==> config.mk <==
export PLATFORM = sky130hd
export DESIGN_NAME = wash_sequencer
export DESIGN_NICKNAME = d
export VERILOG_FILES = /design/src/rtl/wash_sequencer.sv
export SDC_FILE = /design/constraint.sdc
export NUM_CORES = 1
export LEC_CHECK = 0
export CAP_MARGIN = 20
export CORE_MARGIN = 1.5
export CORE_UTILIZATION = 50
export DETAILED_ROUTE_END_ITERATION = 8
export PLACE_DENSITY_LB_ADDON = 0.25
export SYNTH_ARGS = -nofsm -noshare
export SYNTH_HDL_FRONTEND = slang
export SYNTH_SLANG_ARGS = --single-unit
==> constraint.sdc <==
create_clock -name clk -period 2.2 [get_ports clk]
set_input_delay 0.33 -clock clk [delete_from_list [all_inputs] [get_ports clk]]
set_output_delay 0.33 -clock clk [all_outputs]
set_load 0.01 [all_outputs]
==> src/rtl/wash_sequencer.sv <==
// wash_sequencer: timed wash-cycle controller.
//   Sequence: FILL -> WASH -> RINSE -> SPIN -> (DRY) -> DONE.
//   Dropping control_start during FILL, WASH or RINSE diverts to ABORT, which drains and returns to IDLE.
//   Phase lengths are counted in ticks. One tick is TICK_DIV clock cycles.
// Ports:
//   clk, rst_n      clock, asynchronous active-low reset
//   control_start   level run request (monitored throughout a cycle)
//   control_drying  enable DRY phase (latched at start)
//   control_preset  rinse length selector (latched at start)
//   washing_time    WASH length in ticks (latched at start)
//   valve_fill, motor_wash, motor_spin, drain, heater_dry   actuator outputs (Moore)
//   busy, done      status
//   state           current state code
//   remaining       ticks left in current phase
module wash_sequencer #(
    parameter int unsigned TICK_DIV   = 4,
    parameter int unsigned FILL_TICKS = 3,
    parameter int unsigned SPIN_TICKS = 5,
    parameter int unsigned DRY_TICKS  = 6
) (
    input  logic       clk,
    input  logic       rst_n,
    input  logic       control_start,
    input  logic       control_drying,
    input  logic [1:0] control_preset,
    input  logic [7:0] washing_time,
    output logic       valve_fill,
    output logic       motor_wash,
    output logic       motor_spin,
    output logic       drain,
    output logic       heater_dry,
    output logic       busy,
    output logic       done,
    output logic [2:0] state,
    output logic [7:0] remaining
);

    typedef enum logic [2:0] {
        S_IDLE  = 3'd0,
        S_FILL  = 3'd1,
        S_WASH  = 3'd2,
        S_RINSE = 3'd3,
        S_SPIN  = 3'd4,
        S_DRY   = 3'd5,
        S_DONE  = 3'd6,
        S_ABORT = 3'd7
    } state_t;

    localparam int unsigned PW = $clog2(TICK_DIV);

    state_t        state_q, state_d;
    logic [PW-1:0] presc_q, presc_d;
    logic [7:0]    rem_q, rem_d;
    logic          drying_q, drying_d;
    logic [1:0]    preset_q, preset_d;
    logic [7:0]    wtime_q, wtime_d;

    logic          tick;
    logic [4:0]    rinse_ticks;
    logic [7:0]    wash_ticks;
    state_t        nxt;
    logic [7:0]    nxt_dur;

    assign tick        = (presc_q == PW'(TICK_DIV - 1));
    assign rinse_ticks = ({3'b000, preset_q} + 5'd1) << 2;
    assign wash_ticks  = (wtime_q == 8'd0) ? 8'd1 : wtime_q;

    always_ff @(posedge clk or negedge rst_n) begin
        if (!rst_n) begin
            state_q  <= S_IDLE;
            presc_q  <= '0;
            rem_q    <= '0;
            drying_q <= 1'b0;
            preset_q <= '0;
            wtime_q  <= '0;
        end else begin
            state_q  <= state_d;
            presc_q  <= presc_d;
            rem_q    <= rem_d;
            drying_q <= drying_d;
            preset_q <= preset_d;
            wtime_q  <= wtime_d;
        end
    end

    // Successor of each timed phase and the duration it loads on entry.
    always_comb begin
        nxt     = S_IDLE;
        nxt_dur = '0;
        case (state_q)
            S_FILL:  begin nxt = S_WASH;  nxt_dur = wash_ticks; end
            S_WASH:  begin nxt = S_RINSE; nxt_dur = {3'b000, rinse_ticks}; end
            S_RINSE: begin nxt = S_SPIN;  nxt_dur = 8'(SPIN_TICKS); end
            S_SPIN:  begin
                if (drying_q) begin
                    nxt     = S_DRY;
                    nxt_dur = 8'(DRY_TICKS);
                end else begin
                    nxt = S_DONE;
                end
            end
            S_DRY:   nxt = S_DONE;
            default: nxt = S_IDLE;
        endcase
    end

    always_comb begin
        state_d  = state_q;
        presc_d  = '0;
        rem_d    = rem_q;
        drying_d = drying_q;
        preset_d = preset_q;
        wtime_d  = wtime_q;
        case (state_q)
            S_IDLE: begin
                rem_d = '0;
                if (control_start) begin
                    state_d  = S_FILL;
                    rem_d    = 8'(FILL_TICKS);
                    drying_d = control_drying;
                    preset_d = control_preset;
                    wtime_d  = washing_time;
                end
            end
            S_DONE: begin
                rem_d = '0;
                if (!control_start) state_d = S_IDLE;
            end
            default: begin
                // Phase boundaries always coincide with the prescaler wrap, so the
                // prescaler only needs an explicit clear when ABORT cuts a phase short.
                presc_d = tick ? '0 : presc_q + 1'b1;
                if (!control_start && (state_q == S_FILL || state_q == S_WASH ||
                                       state_q == S_RINSE)) begin
                    state_d = S_ABORT;
                    rem_d   = 8'(SPIN_TICKS);
                    presc_d = '0;
                end else if (tick) begin
                    if (rem_q == 8'd1) begin
                        state_d = nxt;
                        rem_d   = nxt_dur;
                    end else begin
                        rem_d = rem_q - 8'd1;
                    end
                end
            end
        endcase
    end

    always_comb begin
        valve_fill = 1'b0;
        motor_wash = 1'b0;
        motor_spin = 1'b0;
        drain      = 1'b0;
        heater_dry = 1'b0;
        case (state_q)
            S_FILL:  valve_fill = 1'b1;
            S_WASH:  motor_wash = 1'b1;
            S_RINSE: begin valve_fill = 1'b1; motor_wash = 1'b1; end
            S_SPIN:  begin motor_spin = 1'b1; drain = 1'b1; end
            S_DRY:   begin heater_dry = 1'b1; motor_wash = 1'b1; end
            S_ABORT: drain = 1'b1;
            default: ;
        endcase
    end

    assign busy      = (state_q != S_IDLE) && (state_q != S_DONE);
    assign done      = (state_q == S_DONE);
    assign state     = state_q;
    assign remaining = rem_q;

endmodule

---- Word-level counts from Yosys, hierarchy flattened ----
Cells that the tools add are included.
W data, S select, Z words.
storage, ports and cells
  register bits after elaboration ......... 24
  input bits .............................. 14
cells by class
  add/subtract/negate cells ............... 3
  eq/ne operators ......................... 12
  multiplexer cells ....................... 24
  reductions and logical operators ........ 16
operators by type and width
  operator               number
  $mux W8                4
  $pmux W8 S4            1
  $mux W3                6
  $pmux W8 S2            1
  $pmux W3 S5            1
  $eq A3 B3 Y1 const B   4
  $mux W2                5
  $eq A8 B1 Y1 const B   1
  $logic_not A8 Y1       1
  $reduce_bool A4 Y1     2
  $sub A8 B1 Y8 const B  1
  $eq A3 B2 Y1 const B   2
  $pmux W3 S2            1
  $reduce_or A2 Y1       3
  $mux W1                5
  $ne A2 B2 Y1 const B   2
  $reduce_and A4 Y1      1
  $add A2 B1 Y3 const B  1
  $eq A3 B1 Y1 const B   1
  $logic_not A3 Y1       1
  $ne A3 B3 Y1 const B   1
  $reduce_bool A3 Y1     1
  $reduce_or A3 Y1       1
  $add A2 B1 Y2 const B  1
  other kinds (5)        7

---- Longest topological paths before layout ----
Gate-level depths: netlist (run 1).
  depth after elaboration ................. 7
  depth in mapped cells ................... 8

---- Worst setup path after synthesis (run 1) ----
OpenSTA, ideal clock, no wires.
  kind .................................... reg-to-reg
  from .................................... register state_q[1] (netlist: state[1])
  to ...................................... register state_q[2] (netlist: state[2])
  setup time .............................. 0.094 ns
  data arrival time ....................... 1.936 ns
  setup slack ............................. 0.170 ns
  cell stages (with the launch flop) ...... 9
  path through ............................ dfrtp_1 -> buf_2 -> inv_1 -> ha_1 -> inv_1 -> nor2_1 -> a2111oi_2 -> o311ai_1 -> a211oi_1
between the ends
  longest elaborated chain between the ends .. 6
  elaborated cells between the ends (all ways) .. 20
  classes of those cells .................. eq/ne: 8; mux: 5; reduce/logical: 7
RTL lines
  element                                                   RTL line  RTL
  start: declaration                                        51        state_t state_q, state_d;
  start signal: assignment                                  77        state_q <= state_d;
  $eq A3 B3 Y1, or another cell as far along                90        case (state_q)
  $pmux W3 S5 / $logic_or A1 B1 Y1 (equally long branches)  90, 133
  $mux W3 / $logic_or A1 B1 Y1 (equally long branches)      139, 133
  $mux W3 / $logic_and A1 B1 Y1 (equally long branches)     138, 133
  $mux W3 / $reduce_bool A4 Y1 (equally long branches)      --
  $pmux W3 S2 / $reduce_and A4 Y1 (equally long branches)   --
Several ways; a longest one is shown, not always the timed one. The select of a mux whose other input is x is not followed.
A chain may end at the register's enable or synchronous reset.

---- Worst setup path after layout (run 1) ----
  from .................................... register state_q[0] (netlist: state[0])
  to ...................................... output port done
between the ends
  longest elaborated chain between the ends .. 1
RTL lines
  element           RTL line  RTL
  $eq A3 B3 Y1      168       assign done = (state_q == S_DONE);
  end: declaration  33        output logic done,
Every way passes these cells.

==> flow_summary_export.csv, run 1 <==
group,metric,value,unit
run_status,status,"finished, final reports clean",
yosys,synth.avg_cell_area,8.98,sq um
setup_path,cp_slowest_stage_delay,0.53,ns
timing,slew_violations,0,
clocking,cts_htree_levels,1,
place,placed_area,0.00202,sq mm
yosys,synth.top_cells.by_count,"dfrtp_1 (24), nor2_1 (16), o21ai_0 (14)",
routing,dr_total_vias,1577,
yosys,syn-cell-area,0.00163,sq mm
yosys,synth_fa_ha_area_share,3.85,%
layout,synthToLayoutAreaGrowth,29.9,%
place,dpl.hpwl,3060,um
yosys,yosysTopAreaCell,"dfrtp_1",
routing,drt_iter0_drc,106,
timing,worst_pin_slew,0.554,ns
yosys,synth_area_leaders,"dfrtp_1 (37%), mux2_2 (6.9%), o21ai_0 (4.3%)",
place,place_inst,257,
layout,design_area,0.00211,sq mm
timing,finalSetupViolCount,0,
clocking,cts_tree,"yes",
yosys,synth_top_family_by_area,"compound AO/OA/AOI/OAI gates",
die,core,0.00308,sq mm
global_route,grt_usage,25.4,%
yosys,synth_xor_area_share,0,%
yosys,synth-edff-count,0,
routing,postRouteWirelength,4260,um
timing,fmax,0.473,GHz
layout,n_antenna_cell,0,
layout,nFillCells,261,
yosys,yosysMostFrequentCell,"dfrtp_1",
setup_path,reg2reg_slack,0.17,ns
routing,viasPerCell,6.00,
timing,rsz0062_at_grt,"no",
global_route,grt_max_degree,26,
power,ir_worst_vdd,0.594,mV
yosys,yosysTopAreaCellShare,37.0,%
layout,nets,239,
yosys,yosys.cell_types.count,52,
setup_path,worst_setup_path_start_kind,"flip-flop",
timing,finalHoldViolCount,0,
yosys,synth-compound-area-share,23.7,%
setup_path,cp-end-kind,"output pin",
place,place.gp.congestion,0.871,
yosys,synth_warnings,0,
global_route,first_global_vias,1429,
routing,dr.pass1.iters,4,
timing,finalCritPeriodShare,96.0,%
global_route,grt_first_pass_wirelength,6920,um
clocking,holdBufCountCts,0,
routing,wl_per_cell,16.2,um
setup_path,crit_fanout,25,
setup_path,worstSetupPathType,"reg -> out",
timing,slew_headroom,62.7,%
setup_path,worstSetupStartpoint,"state[0]",
yosys,ys.flop_type,"dfrtp_1",
clocking,clock_sinks,24,
setup_path,critical_path_required,1.87,ns
die,num_rows,20,
routing,drcViolationCount,0,
setup_path,reg2reg_depth,7,
yosys,synth_seq_cells,24,
yosys,synth_simple_gate_area_share,22.8,%
clocking,cts_root_buf,"clkbuf_4",
clocking,cts_made_buffers,3,
global_route,antenna_found_initial,0,
setup_path,cp.arrival,1.78,ns
routing,ant_nets,0,
layout,final_util,68.6,%
layout,fin_cells,263,
die,io_pins,32,
job,drv_cap,0,
clocking,cts_buffer_depth,2,
setup_path,path_cells,"buf_6 > nand3b_1 > inv_1 > clkdlybuf4s50_1",
power,total_power,2.64,mW
timing,setup_tns,0,ns
place,numPortBuffers,31,
layout,drive_gt1_share,20.5,%
power,power_per_cell_area,1250,mW/mm^2
timing,finalCriticalPeriod,2.11,ns
die,dieArea,0.00360,sq mm
die,dieHeight,60.0,um
setup_path,setup.worst_path.end,"done",
setup_path,cp_slowest_cell,"clkdlybuf4s50_1",
global_route,grt_overflow,0,
die,initial_utilization,52.8,%
min_path,hold_class,"in -> async",
clocking,clk_pin_slew_worst_paths,0.15,ns
timing,worst_slack,0.0878,ns
yosys,synthArstFlopShare,100,%
yosys,netlist_instances,181,
timing,skew,0.0119,ns
timing,hold_ws,0.336,ns
setup_path,rr_endpoint,"state[2]",
power,p_leak,0.912,nW
setup_path,timing.rr.start,"state[2]",
yosys,ys_seq_area_share,37.0,%
place,place_ws,0.149,ns
clocking,worstSkewPairLatency,0.33,ns
yosys,synthesis.nets,200,
die,die_x,60.0,um
yosys,synthMuxAreaShare,6.93,%
==> area by class of cell <==
| type | count | area [sq um] | area share, % |
|---|---|---|---|
| Tap cell | 44 | 55.1 | 2.61 |
| Clock buffer | 3 | 22.5 | 1.07 |
| Sequential cell | 24 | 603 | 28.6 |
| Multi-Input combinational cell | 136 | 946 | 44.8 |
| Timing Repair Buffer | 45 | 418 | 19.8 |
| Inverter | 10 | 37.5 | 1.78 |
| Clock inverter | 1 | 30.0 | 1.42 |
==> power by group <==
part	switching [mW]	internal, mW
sequential	0.179	0.580
combinational	0.805	0.744
clock	0.148	0.184
==> worst max-delay path, delay by kind of cell (launching register included) <==
kind / cells / cell delay (ns)
buffers and inverters: 3 / 0.79
and+or+nand+nor: 1 / 0.25
DFF: 1 / 0.42
==> timing repair <==
action                     4_1_cts  5_1_grt
buffers inserted                 1        1
setup endpoints to repair        5        4
cloned                           0        0
gates resized for setup          7        4
==> per-layer routing <==
layer,vias to the layer above,routed length (um),GRT usage (%)
li1,741,-,-
met2,56,2080,41.3
met3,12,166,2.38
met1,768,1930,35.7
met4,0,82,7.94
met5,-,0,0
==> sequential cells by signal (all words and copies together), names as in the netlist <==
| name | count |
|---|---|
| remaining | 8 |
| state | 3 |
| drying_q | 1 |
| presc_q | 2 |
| wtime_q | 8 |
| preset_q | 2 |
==> how the worst min path moves through the flow <==
| stage | endpoint | slack [ns] | cells after the start |
|---|---|---|---|
| 3_3_place_gp | presc_q[0] | 0.42 | 1 |
| 3_5_place_dp | presc_q[0] | 0.43 | 1 |
| 4_1_cts | remaining[4] | 0.34 | 2 |
| 2_1_floorplan | drying_q | 0.03 | 0 |
| 5_1_grt | presc_q[0] | 0.36 | 2 |
| 6_report | remaining[5] | 0.34 | 2 |
==> layout by cell type (no fill, tap or decap), drive strengths merged, types with 4 or more instances in the layout <==
cell type | synthesis | layout
a21oi | 11 | 11
buf | 8 | 14
clkdlybuf4s50 | 0 | 27
dfrtp | 24 | 24
ha | 5 | 5
inv | 10 | 10
mux2 | 10 | 10
nand2 | 9 | 9
nand2b | 4 | 4
nand3 | 6 | 6
nor2 | 16 | 16
nor2b | 6 | 6
nor3 | 7 | 7
nor3b | 4 | 4
o21ai | 19 | 19
==> logic make-up after synthesis <==
kind of cell / Yosys count
fa+ha+maj: 5
compound gates: 57
flops: 24
simple gates: 64
buf+inv: 21
mux: 10
No activity file was read; power rests on OpenSTA's default activity.
==> inputs of run 2 (changes only) <==
--- a/config.mk
+++ b/config.mk
@@ -7,7 +7,7 @@
 export LEC_CHECK = 0
 export CAP_MARGIN = 20
 export CORE_MARGIN = 1.5
-export CORE_UTILIZATION = 50
+export CORE_UTILIZATION = 51
 export DETAILED_ROUTE_END_ITERATION = 8
 export PLACE_DENSITY_LB_ADDON = 0.25
 export SYNTH_ARGS = -nofsm -noshare
==> run 2 against run 1 <==
Effect of this change: critical path depth unchanged; clock power down 40%; via count down 0.63%; first-iteration DRC count down 11%; critical endpoint unchanged; largest cell class unchanged; largest power group unchanged.
==> flow_summary_export.csv, run 2 (synthesis gave the netlist of run 1 again) <==
group,metric,value,unit
global_route,first_global_vias,1466,
clocking,cts_htree_levels,1,
place,numPortBuffers,31,
global_route,grt_first_pass_wirelength,6640,um
layout,n_antenna_cell,0,
timing,setup_tns,0,ns
layout,design_area,0.00212,sq mm
setup_path,cp.arrival,1.79,ns
routing,ant_nets,0,
clocking,cts_tree,"yes",
layout,drive_gt1_share,21.5,%
setup_path,reg2reg_slack,0.14,ns
place,place_ws,0.0611,ns
power,p_switching,1.12,mW
job,drv_cap,0,
power,pwr-share-comb,62.5,%
clocking,holdBufCountCts,0,
clocking,cts_buffer_depth,2,
timing,worst_slack,0.0820,ns
clocking,worstSkewPairLatency,0.32,ns
power,p_seq_share,29.7,%
clocking,cts_root_buf,"clkbuf_4",
layout,final_util,70.0,%
power,switching_share,44.0,%
layout,final_cell_mix,"clkdlybuf4s50_1 (28), dfrtp_1 (21), buf_4 (19), nor2_1 (16), o21ai_0 (14)",
clocking,clock_sinks,24,
setup_path,crit_fanout,18,
timing,rsz0062_at_grt,"no",
routing,wl_per_cell,15.5,um
setup_path,cp-end-kind,"output pin",
min_path,hold_class,"in -> async",
setup_path,worstSetupPathType,"reg -> out",
power,p_int,1.43,mW
routing,dr.pass1.iters,4,
timing,skew,0.00518,ns
setup_path,worst_setup_path_start_kind,"flip-flop",
die,initial_utilization,53.7,%
die,num_rows,20,
timing,slew_violations,0,
layout,final_common_cell,"clkdlybuf4s50_1",
global_route,grt_overflow,0,
timing,finalCriticalPeriod,2.12,ns
timing,fmax,0.472,GHz
timing,finalHoldViolCount,0,
routing,drcViolationCount,0,
run_status,status,"finished, final reports clean",
layout,synthToLayoutAreaGrowth,30.4,%
global_route,grt_usage,24.9,%
timing,worst_pin_slew,0.453,ns
place,dpl.hpwl,2900,um
die,io_pins,32,
global_route,grt_max_degree,25,
power,power_per_cell_area,1200,mW/mm^2
global_route,antenna_found_initial,0,
place,place.gp.congestion,0.849,
die,dieArea,0.00353,sq mm
die,core,0.00303,sq mm
routing,viasPerCell,5.87,
routing,postRouteWirelength,4130,um
timing,finalCritPeriodShare,96.3,%
layout,nets,244,
place,placed_area,0.00202,sq mm
routing,dr_total_vias,1567,
clocking,cts_made_buffers,3,
timing,slew_headroom,69.5,%
power,ir_worst_vdd,0.592,mV
power,p_clk_share,7.9,%
layout,nFillCells,242,
setup_path,critical_path_required,1.87,ns
clocking,clk_pin_slew_worst_paths,0.13,ns
timing,finalSetupViolCount,0,
die,die_x,59.5,um
die,dieHeight,59.5,um
routing,drt_iter0_drc,94,
power,p_leak,0.895,nW
## run 2: routing by layer
metal	global-route usage [%]	up-vias	part of all wire (%)
met2	40.3	49	48
li1	-	745	-
met3	3.06	11	4.5
met1	32.6	762	44
met5	0	-	0
met4	12.3	0	2.7
## run 2: repair_timing
item | CTS | global route
endpoints found under the hold margin | 0 | 0
endpoints found under the setup margin | 5 | 3
setup buffers | 6 | 2
resized for setup | 7 | 2
## run 2: cell type report
| class | instances | area [sq um] | share of cell area [%] |
|---|---|---|---|
| multi-input combinational | 136 | 951 | 44.9 |
| sequential | 24 | 604 | 28.5 |
| timing repair buffer | 50 | 449 | 21.2 |
| tap | 44 | 55.1 | 2.60 |
| inverter | 10 | 37.5 | 1.77 |
| clock buffer | 3 | 22.5 | 1.06 |
## run 2: critical path, cell delays in order (launching register included)
cell and delay, ns:
dfrtp_2 0.45, buf_4 0.20, nand3b_1 0.21, inv_1 0.07
clkdlybuf4s50_1 0.52
## run 2: power by group through the flow
stage / Clock, mW / Combinational, mW / Sequential (mW)
final: 0.200 / 1.59 / 0.756
after detailed placement: 0 / 1.45 / 0.781
after global routing: 0.218 / 1.74 / 0.779
after floorplan: 0 / 0.963 / 0.744
after CTS: 0.204 / 1.53 / 0.752
after global placement: 0 / 1.44 / 0.765
## run 2: final timing paths
kind,start,to,cells after the start
min in group clk,presc_q[0],presc_q[0],1
worst min register to register,presc_q[0],presc_q[0],1
max in group asynchronous,rst_n,state[1],2
worst max register to register,state[2],state[2],7
worst max-delay path,state[0],done,4
worst min-delay path,rst_n,presc_q[1],2
## run 2: stage by stage
step                hold slack [ns]  std cells  total power [mW]
floorplan                    0.0344        181              1.71
global placement              0.428        256              2.20
detailed placement            0.447        256              2.23
CTS                           0.363        265              2.49
global route                  0.379        267              2.74
finish                        0.351        267              2.55
